==> src/rtl/msg_arbiter_pkg.sv <==
// Shared framing definitions for the slave-to-UART response path.
// N_SRC default comes from `N_SRC; the checksum byte is enabled by MSG_ARBITER_CHK_EN.
`ifndef N_SRC
`define N_SRC 24
`endif

package msg_arbiter_pkg;

    localparam int unsigned N_SRC_DEFAULT     = `N_SRC;
    localparam logic [7:0]  SYNC_BYTE_DEFAULT = 8'hFF;

    // Frame sequencing shared with cmd_decoder so both ends agree on framing
    typedef enum logic [2:0] {
        ST_IDLE    = 3'd0,
        ST_SYNC    = 3'd1,
        ST_ADDR    = 3'd2,
        ST_LEN     = 3'd3,
        ST_PAYLOAD = 3'd4,
        ST_CHK     = 3'd5
    } frame_state_e;

    // Index width for n sources, never below one bit
    function automatic int unsigned idx_width(input int unsigned n);
        return (n > 1) ? $clog2(n) : 1;
    endfunction

endpackage

==> src/rtl/msg_arbiter_rr_rr_arbiter.sv <==
// Combinational round-robin arbiter: first request strictly after ptr, wrapping.
module rr_arbiter
    import msg_arbiter_pkg::*;
#(
    parameter  int unsigned N  = N_SRC_DEFAULT,
    localparam int unsigned IW = idx_width(N)
) (
    input  logic [N-1:0]  req,
    input  logic [IW-1:0] ptr,
    output logic [N-1:0]  grant_onehot,
    output logic [IW-1:0] grant_idx,
    output logic          any
);

    logic [IW-1:0] ix;

    // Scan ptr+1 .. ptr (mod N) and keep the first hit
    always_comb begin
        grant_onehot = '0;
        grant_idx    = '0;
        any          = 1'b0;
        ix           = '0;
        for (int unsigned k = 1; k <= N; k++) begin
            ix = IW'((32'(ptr) + k) % N);
            if (!any && req[ix]) begin
                any              = 1'b1;
                grant_idx        = ix;
                grant_onehot[ix] = 1'b1;
            end
        end
    end

endmodule

==> src/rtl/msg_arbiter_rr.sv <==
// Round-robin message arbiter framing SYNC, ADDR, LEN, payload[, CHK] onto a byte stream.
// Define MSG_ARBITER_CHK_EN to append the XOR checksum byte.
module msg_arbiter_rr
    import msg_arbiter_pkg::*;
#(
    parameter  int unsigned N_SRC       = N_SRC_DEFAULT,
    parameter  logic [7:0]  SYNC_BYTE   = SYNC_BYTE_DEFAULT,
    parameter  int unsigned ADDR_OFFSET = 0,
    localparam int unsigned IDX_W       = idx_width(N_SRC)
) (
    input  logic                 clk,
    input  logic                 n_rst,
    input  logic [N_SRC-1:0]     have_msg_bus,
    input  logic [8*N_SRC-1:0]   len_bus,
    input  logic [8*N_SRC-1:0]   data_bus,
    output logic [N_SRC-1:0]     rdreq_bus,
    output logic [7:0]           tx_data,
    output logic                 tx_valid,
    input  logic                 tx_ready,
    output logic                 busy,
    output logic [IDX_W-1:0]     grant_idx,
    output logic                 underrun
);

`ifdef MSG_ARBITER_CHK_EN
    localparam frame_state_e ST_AFTER_PAYLOAD = ST_CHK;
`else
    localparam frame_state_e ST_AFTER_PAYLOAD = ST_IDLE;
`endif

    frame_state_e       state, state_n;
    logic [IDX_W-1:0]   rr_ptr, rr_ptr_n;
    logic [IDX_W-1:0]   grant_idx_n;
    logic [N_SRC-1:0]   gnt_oh, gnt_oh_n;
    logic [7:0]         cnt, cnt_n;
    logic [7:0]         tx_data_n;
    logic               tx_valid_n;
    logic               busy_n;
    logic               underrun_n;
`ifdef MSG_ARBITER_CHK_EN
    logic [7:0]         chk, chk_n;
`endif

    logic [N_SRC-1:0]   arb_oh;
    logic [IDX_W-1:0]   arb_idx;
    logic               arb_any;
    logic [7:0]         arb_len;
    logic [7:0]         gnt_data;
    logic [7:0]         addr_byte;
    logic               gnt_has_msg;
    logic               slot;
    logic               load;
    logic [7:0]         load_byte;

    rr_arbiter #(.N(N_SRC)) u_arb (
        .req          (have_msg_bus),
        .ptr          (rr_ptr),
        .grant_onehot (arb_oh),
        .grant_idx    (arb_idx),
        .any          (arb_any)
    );

    assign arb_len     = len_bus[{arb_idx, 3'b000} +: 8];
    assign gnt_data    = data_bus[{grant_idx, 3'b000} +: 8];
    assign gnt_has_msg = |(have_msg_bus & gnt_oh);
    assign addr_byte   = 8'(32'(grant_idx) + ADDR_OFFSET);
    assign slot        = !tx_valid || tx_ready;

    // Next-state, byte selection and pop strobe; the pop must coincide with the byte load
    always_comb begin
        state_n     = state;
        rr_ptr_n    = rr_ptr;
        grant_idx_n = grant_idx;
        gnt_oh_n    = gnt_oh;
        cnt_n       = cnt;
        load        = 1'b0;
        load_byte   = 8'h00;
        underrun_n  = 1'b0;
        rdreq_bus   = '0;
`ifdef MSG_ARBITER_CHK_EN
        chk_n       = chk;
`endif
        case (state)
            ST_IDLE: begin
                if (arb_any && slot) begin
                    grant_idx_n = arb_idx;
                    gnt_oh_n    = arb_oh;
                    rr_ptr_n    = arb_idx;
                    cnt_n       = arb_len;
                    state_n     = ST_SYNC;
                end
            end
            ST_SYNC: begin
                if (slot) begin
                    load      = 1'b1;
                    load_byte = SYNC_BYTE;
                    state_n   = ST_ADDR;
                end
            end
            ST_ADDR: begin
                if (slot) begin
                    load      = 1'b1;
                    load_byte = addr_byte;
`ifdef MSG_ARBITER_CHK_EN
                    chk_n     = addr_byte;
`endif
                    state_n   = ST_LEN;
                end
            end
            ST_LEN: begin
                if (slot) begin
                    load      = 1'b1;
                    load_byte = cnt;
`ifdef MSG_ARBITER_CHK_EN
                    chk_n     = chk ^ cnt;
`endif
                    state_n   = (cnt == 8'd0) ? ST_AFTER_PAYLOAD : ST_PAYLOAD;
                end
            end
            ST_PAYLOAD: begin
                if (slot) begin
                    load = 1'b1;
                    if (gnt_has_msg) begin
                        load_byte = gnt_data;
                        rdreq_bus = gnt_oh;
                    end else begin
                        load_byte  = 8'h00;
                        underrun_n = 1'b1;
                    end
`ifdef MSG_ARBITER_CHK_EN
                    chk_n = chk ^ load_byte;
`endif
                    cnt_n = cnt - 8'd1;
                    if (cnt == 8'd1) begin
                        state_n = ST_AFTER_PAYLOAD;
                    end
                end
            end
`ifdef MSG_ARBITER_CHK_EN
            ST_CHK: begin
                if (slot) begin
                    load      = 1'b1;
                    load_byte = chk;
                    state_n   = ST_IDLE;
                end
            end
`endif
            default: state_n = ST_IDLE;
        endcase

        tx_valid_n = load | (tx_valid & ~tx_ready);
        tx_data_n  = load ? load_byte : tx_data;
        busy_n     = (state_n != ST_IDLE);
    end

    // State, grant, counter and output byte register
    always_ff @(posedge clk or negedge n_rst) begin
        if (!n_rst) begin
            state     <= ST_IDLE;
            rr_ptr    <= IDX_W'(N_SRC - 1);
            grant_idx <= '0;
            gnt_oh    <= '0;
            cnt       <= 8'h00;
            tx_data   <= 8'h00;
            tx_valid  <= 1'b0;
            busy      <= 1'b0;
            underrun  <= 1'b0;
`ifdef MSG_ARBITER_CHK_EN
            chk       <= 8'h00;
`endif
        end else begin
            state     <= state_n;
            rr_ptr    <= rr_ptr_n;
            grant_idx <= grant_idx_n;
            gnt_oh    <= gnt_oh_n;
            cnt       <= cnt_n;
            tx_data   <= tx_data_n;
            tx_valid  <= tx_valid_n;
            busy      <= busy_n;
            underrun  <= underrun_n;
`ifdef MSG_ARBITER_CHK_EN
            chk       <= chk_n;
`endif
        end
    end

endmodule

==> config.mk <==
export PLATFORM = sky130hd
export DESIGN_NAME = msg_arbiter_rr
export DESIGN_NICKNAME = d
export VERILOG_FILES = /design/src/rtl/msg_arbiter_pkg.sv /design/src/rtl/msg_arbiter_rr_rr_arbiter.sv /design/src/rtl/msg_arbiter_rr.sv
export SDC_FILE = /design/constraint.sdc
export NUM_CORES = 1
export LEC_CHECK = 0
export BUFFER_PORTS_ARGS = -buffer_cell sky130_fd_sc_hd__buf_2
export CAP_MARGIN = 25
export CORE_MARGIN = 1.5
export CORE_UTILIZATION = 28
export DETAILED_ROUTE_END_ITERATION = 10
export GPL_TIMING_DRIVEN = 0
export PLACE_DENSITY = 0.49
export SLEW_MARGIN = 20
export SYNTH_ARGS = -nofsm -noshare
export SYNTH_HDL_FRONTEND = slang
export SYNTH_HIERARCHICAL = 1
export SYNTH_SLANG_ARGS = --single-unit
==> constraint.sdc <==
create_clock -name clk -period 7.3 [get_ports clk]
set_clock_uncertainty 0.1 [all_clocks]
set_input_delay 0.73 -clock clk [delete_from_list [all_inputs] [get_ports clk]]
set_output_delay 0.73 -clock clk [all_outputs]
set_load 0.005 [all_outputs]
==> results of run 1 <==
-- repair_timing --
item	4_1_cts	5_1_grt
setup buffers	86	56
hold endpoints to repair	0	0
pin swaps	45	57
setup endpoints to repair	43	8
gates resized for setup	244	113
-- how the worst max path moves through the flow --
stage	startpoint	endpoint	slack, ns	cells after the start
finish	rr_ptr[1]	cnt[0]	0.02	20
global route	rr_ptr[2]	cnt[0]	-0.05	30
global placement	rr_ptr[1]	cnt[0]	-3.23	27
floorplan	rr_ptr[2]	cnt[0]	0.02	32
CTS	rr_ptr[1]	cnt[0]	-0.01	24
detailed placement	rr_ptr[1]	cnt[0]	-3.26	27
-- placed cells by master (no fill, tap or decap), types with 16 or more instances in the layout --
master    instances
and2_1           42
a21oi_1          93
mux4_2          104
nor2_1          141
nand4_1          26
xnor2_1          16
ha_1             37
mux2_2           30
o21ai_0          58
nand2_1         234
buf_2           471
mux2i_1          77
nand3_1          72
o211ai_1         21
inv_1            45
buf_6            20
nor3_1           52
buf_4           147
o22ai_1          22
a22oi_1          34
nand2b_1         27
clkbuf_1         52
dfrtp_1          50
nor2b_1          26
a31oi_1          22
a211oi_1         16
-- flip-flops by register name (all words and copies together), names as in the netlist --
name / cells
gnt_oh: 24
cnt: 8
tx_data: 8
grant_idx: 5
rr_ptr: 4
state: 3
busy: 1
tx_valid: 1
underrun: 1
-- cell type report --
cell class	count	area, um2	area share
Sequential cell	55	1390	0.06666
Buffer	132	939.7	0.04506
Multi-Input combinational cell	1635	13810	0.6623
Antenna cell	8	20.02	0.0009600
Clock inverter	2	38.79	0.001860
Timing Repair Buffer	593	3408	0.1634
Tap cell	688	860.8	0.04128
Inverter	62	255.2	0.01224
Clock buffer	6	128.9	0.006180
-- per-layer routing --
layer / vias to the layer above / routed length [um] / global-route usage
met2: 1143 / 43450 / 0.5454
met5: - / 83 / 0
met4: 12 / 3989 / 0.1124
met3: 193 / 7668 / 0.05326
met1: 9745 / 37720 / 0.4283
li1: 8559 / - / -
-- stage by stage --
step / TNS [ns] / area, um2 / instances
floorplan: 0 / 14940 / 1899
global placement: -87.29 / 18060 / 3037
detailed placement: -88.59 / 18100 / 3038
CTS: -0.01317 / 20070 / 3126
global route: -0.2558 / 20850 / 3178
finish: 0 / 20850 / 3181
-- cell families after synthesis --
family                   count (synthesis)  synth area share
AO/OA/AOI/OAI                          518            0.2487
buffers and inverters                  209           0.06269
adder cells (fa/ha/maj)                 50           0.04196
XOR/XNOR                                33           0.01989
multiplexers                           230            0.2565
AND/OR/NAND/NOR                        804            0.2775
flip-flops                              55           0.09265
==> metrics, run 1 <==
status complete, no violations; Worst setup SP type register; Clock Sinks 55; worst path cell trace buf_12 -> ha_1 -> buf_8 -> xor2_2 -> mux2i_4 -> a31oi_1 -> a311o_1 -> or3b_4 -> or4_4 -> or3_4 -> or4_4 -> nand3_4 -> nor2_4 -> a21oi_4 -> buf_6 -> buf_12 -> mux4_2 -> mux4_2 -> a221oi_4 -> a311oi_2; Ports 451; Final Util 0.3968; Crit path max-delay family simple AND/OR/NAND/NOR gates; worst skew pair latency 0.30 ns; Worst Hold Slack 0.3608 ns; core area 52550 um2; Arr. time, crit path 7.34 ns; Final Hold Vio Count 0; gr usage total 0.3277; # fillers 5528; Vias 19650; Die W 233.8 um; worst setup margin 0.01838 ns; Critical Path Fanout Max 9; critical path's slowest cell dfstp_4; worst reg-to-reg path cell count 20; DRT Pass-1 Iters 6; # rows 84; global placement routability congestion 1.029; Mean Syn Cell Area 7.851 um2; cell taking the most area after synthesis mux4_2; Overflow after GRT 0; register area share after synthesis 0.09265; die height 233.8 um; unique cell type count in the Yosys netlist 108; Max Freq 137.3 MHz; final period utilization 0.9975; Synth top area share 0.1571; Worst Path Class, Setup register to register; Initial Util 0.2837; H-tree depth 2; number of enable flip-flop cells after synthesis 0; Buf+Inv Stages, Crit Path 4; largest net degree at the start of global routing 56; synth cell count leaders nand2_1, nor2_1, a21oi_1; total CTS buffers 5; Async S/R FF share, synth 1.000; wirelength, routed 92910 um; nets@finish 2945; clk root buf clkbuf_16; Reg clk slew, reported paths 0.08 ns; worst path required time 7.35 ns; synthesis-to-layout area growth 39.86%; initial drt markers 2124; Synth Cell Area 14910 um2; Synth area leaders mux4_2, dfrtp_1, nand2_1; Max Transition Viols Final 0; most used standard cell by instance count after synthesis nand2_1; flops & latches, synth 55; Synth Flop Type dfrtp_1; I/O Buffers 450; final setup violation count 0; number of max-cap violations 0; Worst Setup End Kind register; fin crit period 7.282 ns; Remaining DRCs 0; hpwl dp 75510 um; Slew @ Worst Pin 1.114 ns; Worst Hold Class input pin to async pin; Synth Instances 1899; CTS tree yes; Synthesis Warnings 6; Post-CTS Hold Fix Bufs 0; first-pass GRT wire length 131200 um; clock tree buffer depth 2; DR WL/cell 29.21 um; Syn Nets 2360; R2R Setup Slk 0.02 ns; delay of the slowest critical-path stage 0.66 ns; worst reg2reg startpoint rr_ptr[1]; Die ar. 54640 um2; Post-DRT Antenna Nets 0; vias per inst 6.178; Critical R2R Capture cnt[0]; fraction of layout cells with a size suffix above 1 0.4177; initial antenna violation count 15; Rel. slew slack 0.2531; number of global-route vias before repair 18790; DP Worst Slack -3.256 ns
Power of run 1 is left out: the tool's default activity adds up to more than one toggle a clock period on the data nets, which glitch-free logic cannot reach.
==> run 2: changes to the inputs <==
- SYNTH_HIERARCHICAL: 1 -> unset
==> run 2 against run 1 <==
Via count rose by 7.3%. Worst setup slack improved by 0.014 ns. Register-to-register slack about the same. First-iteration DRC count grew 13%. Cell count up 6.3%. Final area hardly changed. Critical path type unchanged.
==> metrics, run 2 <==
status complete, no violations; DR WL met3 10320 um (+35%); # fillers 5976 (+8.1%); worst path required time 7.40 ns (+0.05 ns); RSZ-0062 raised after global routing yes; Synth Flop Type dfrtp_1; Die ar. 57100 um2 (+4.5%); most used standard cell by instance count after synthesis nor2_1; vias per inst 6.236 (+0.94%); number of max-cap violations 0 (unchanged); synth cell count leaders nor2_1, mux2i_1, nand2_1; # rows 86 (+2.4%); Top Metal Used met5; Synth Instances 2090 (+10%); Post-DRT Antenna Nets 0 (unchanged); H-tree depth 2 (unchanged); Synth top area share 0.1233 (-0.03382); Peak VDD IR 0.00007444 V; Final Non-Filler Cells 3382 (+6.3%); Final Cell Area 20860 um2 (about the same); met1 wire length 42260 um (+12%); Post-CTS Hold Fix Bufs 0 (unchanged); fin crit period 7.268 ns (-0.01353 ns); Inst Count DP 3295 (+8.5%); unique cell type count in the Yosys netlist 105 (-2.8%); Initial Util 0.2830 (-0.0007610); die height 239.0 um (+2.2%); register area 1389 um2 (about the same); synthesis-to-layout area growth 33.84%; initial drt markers 2393 (+13%); CP most frequent cell buf_6; Ports 451 (unchanged); flops & latches, synth 55 (unchanged); Synth Cell Area 15590 um2 (+4.6%); Max Freq 137.6 MHz (+0.19%); Final Util 0.3787 (-0.01811); hpwl dp 82960 um (+9.9%); Worst Hold Slack 0.3583 ns (-0.002407 ns); Overflow after GRT 0 (unchanged); Slew @ Worst Pin 1.101 ns (-0.01285 ns); wirelength, routed 101000 um (+8.7%); Clock Sinks 55 (unchanged); worst skew pair latency 0.32 ns (+0.02 ns); fraction of layout cells with a size suffix above 1 0.3500 (-0.06767); Mean Syn Cell Area 7.459 um2 (-5.0%); Crit path max-delay family compound AO/OA/AOI/OAI gates; area of the multi-input gates 14240 um2 (+3.1%); gr usage total 0.3410 (+0.01339); largest registers gnt_oh: 24 flops, cnt: 8 flops, tx_data: 8 flops; critical path's slowest cell dfstp_4; Synth area leaders mux2i_1, mux4_2, dfrtp_1; core area 55090 um2 (+4.8%); accumulated negative setup slack 0 ns (unchanged); I/O Buffers 450 (unchanged); power per cell area 55.77 nW/um2; Top reg by flops gnt_oh; Worst Hold Class input pin to async pin; Worst Setup End Kind register; global placement routability congestion 1.051 (+2.2%); Detail Route met2 WL 44100 um (+1.5%); ANT cells 0 (-8); most frequent cells in the layout buf_2, nor2_1, mux2i_1, nand2_1, a21oi_1; Syn Nets 2550 (+8.1%); largest net degree at the start of global routing 56 (unchanged); Synthesis Warnings 0 (-6); commonest non-fill, non-tap cell in the layout buf_2; Buf+Inv Stages, Crit Path 9 (+5); placed inst area 18860 um2 (+4.2%); cell taking the most area after synthesis mux2i_1; Arr. time, crit path 7.36 ns (+0.02 ns); DRT Pass-1 Iters 5 (-1); Async S/R FF share, synth 1.000 (unchanged); delay of the slowest critical-path stage 0.73 ns (+0.07 ns); final setup violation count 0 (unchanged); initial antenna violation count 1 (-14); CTS tree yes; Critical Path Fanout Max 16 (+7); Die W 239.0 um (+2.2%); number of global-route vias before repair 20020 (+6.5%); register area share after synthesis 0.08861 (-0.004038); nets@finish 3093 (+5.0%); number of flip-flops in the largest register 24 (unchanged); clk root buf clkbuf_16; Remaining DRCs 0 (unchanged); Rel. slew slack 0.2661 (+0.01305); Reg clk slew, reported paths 0.08 ns (about the same); Worst Path Class, Setup register to register; first-pass GRT wire length 141800 um (+8.1%); Vias 21090 (+7.3%); Max Transition Viols Final 0 (unchanged); final period utilization 0.9956 (-0.001854); Final Hold Vio Count 0 (unchanged); DR WL/cell 29.85 um (+2.2%); number of enable flip-flop cells after synthesis 0 (unchanged); clock tree buffer depth 2 (unchanged); Worst setup SP type register; leakage 8.448 nW; total CTS buffers 5 (unchanged)
[run 2: worst reg2reg max path, delay by kind of cell (launching register included)]
kind,cells,cell delay [ns]
xor+xnor,1,0.19
buf+inv,9,1.54
compound gates,8,2.01
fa+ha+maj,2,0.48
mux,3,0.62
flops,1,0.73
simple gates,5,1.47
[run 2: per-layer routing]
metal	global-route usage	up-vias
met5	0	-
met4	0.1266	2
met3	0.07540	180
met2	0.5209	1325
met1	0.4668	10380
li1	-	9208
[run 2: cells by family after synthesis]
logic type / count (synthesis) / synth area share
simple gates: 814 / 0.2617
compound gates: 626 / 0.2821
mux: 294 / 0.2458
buf+inv: 219 / 0.06148
flops: 55 / 0.08861
fa+ha+maj: 49 / 0.03933
xor+xnor: 33 / 0.02095
[run 2: metrics by stage]
| stage | setup WS [ns] | total power, mW |
|---|---|---|
| 2_1_floorplan | 0.05466 | 0.5924 |
| 3_3_place_gp | -4.659 | 0.8317 |
| 3_5_place_dp | -3.607 | 0.8359 |
| 4_1_cts | 0.004287 | 1.144 |
| 5_1_grt | -0.01839 | 1.215 |
| 6_report | 0.03191 | 1.164 |
[run 2: timing repair]
action                                  4_1_cts  5_1_grt
buffers inserted                             51       31
gates cloned                                  0        0
resized for setup                           203       78
endpoints found under the setup margin       43       42
endpoints found under the hold margin         0        0
pin swaps                                    34       27
[run 2: path summary, 6_finish.rpt]
kind,from,end,slack [ns],cells after the start
worst max-delay path,rr_ptr[2],cnt[4],0.03,28
worst min-delay path,n_rst,gnt_oh[8],0.36,1
worst max register to register,rr_ptr[2],cnt[4],0.03,28
worst min register to register,tx_data[5],tx_data[5],0.40,2
max in group asynchronous,n_rst,grant_idx[3],6.12,1
min in group clk,tx_data[5],tx_data[5],0.40,2
[run 2: power by group]
group | switching, mW | internal, mW
sequential | 0.0191 | 0.319
combinational | 0.295 | 0.253
clock | 0.130 | 0.147
[run 2: layout make-up]
type	count	area share
Multi-Input combinational cell	1816	0.6826
Timing Repair Buffer	541	0.1439
Sequential cell	55	0.06657
Tap cell	748	0.04486
Buffer	152	0.04312
Inverter	62	0.01133
Clock buffer	7	0.007316
Clock inverter	1	0.0003598
Power figures use the tool's default switching activity.
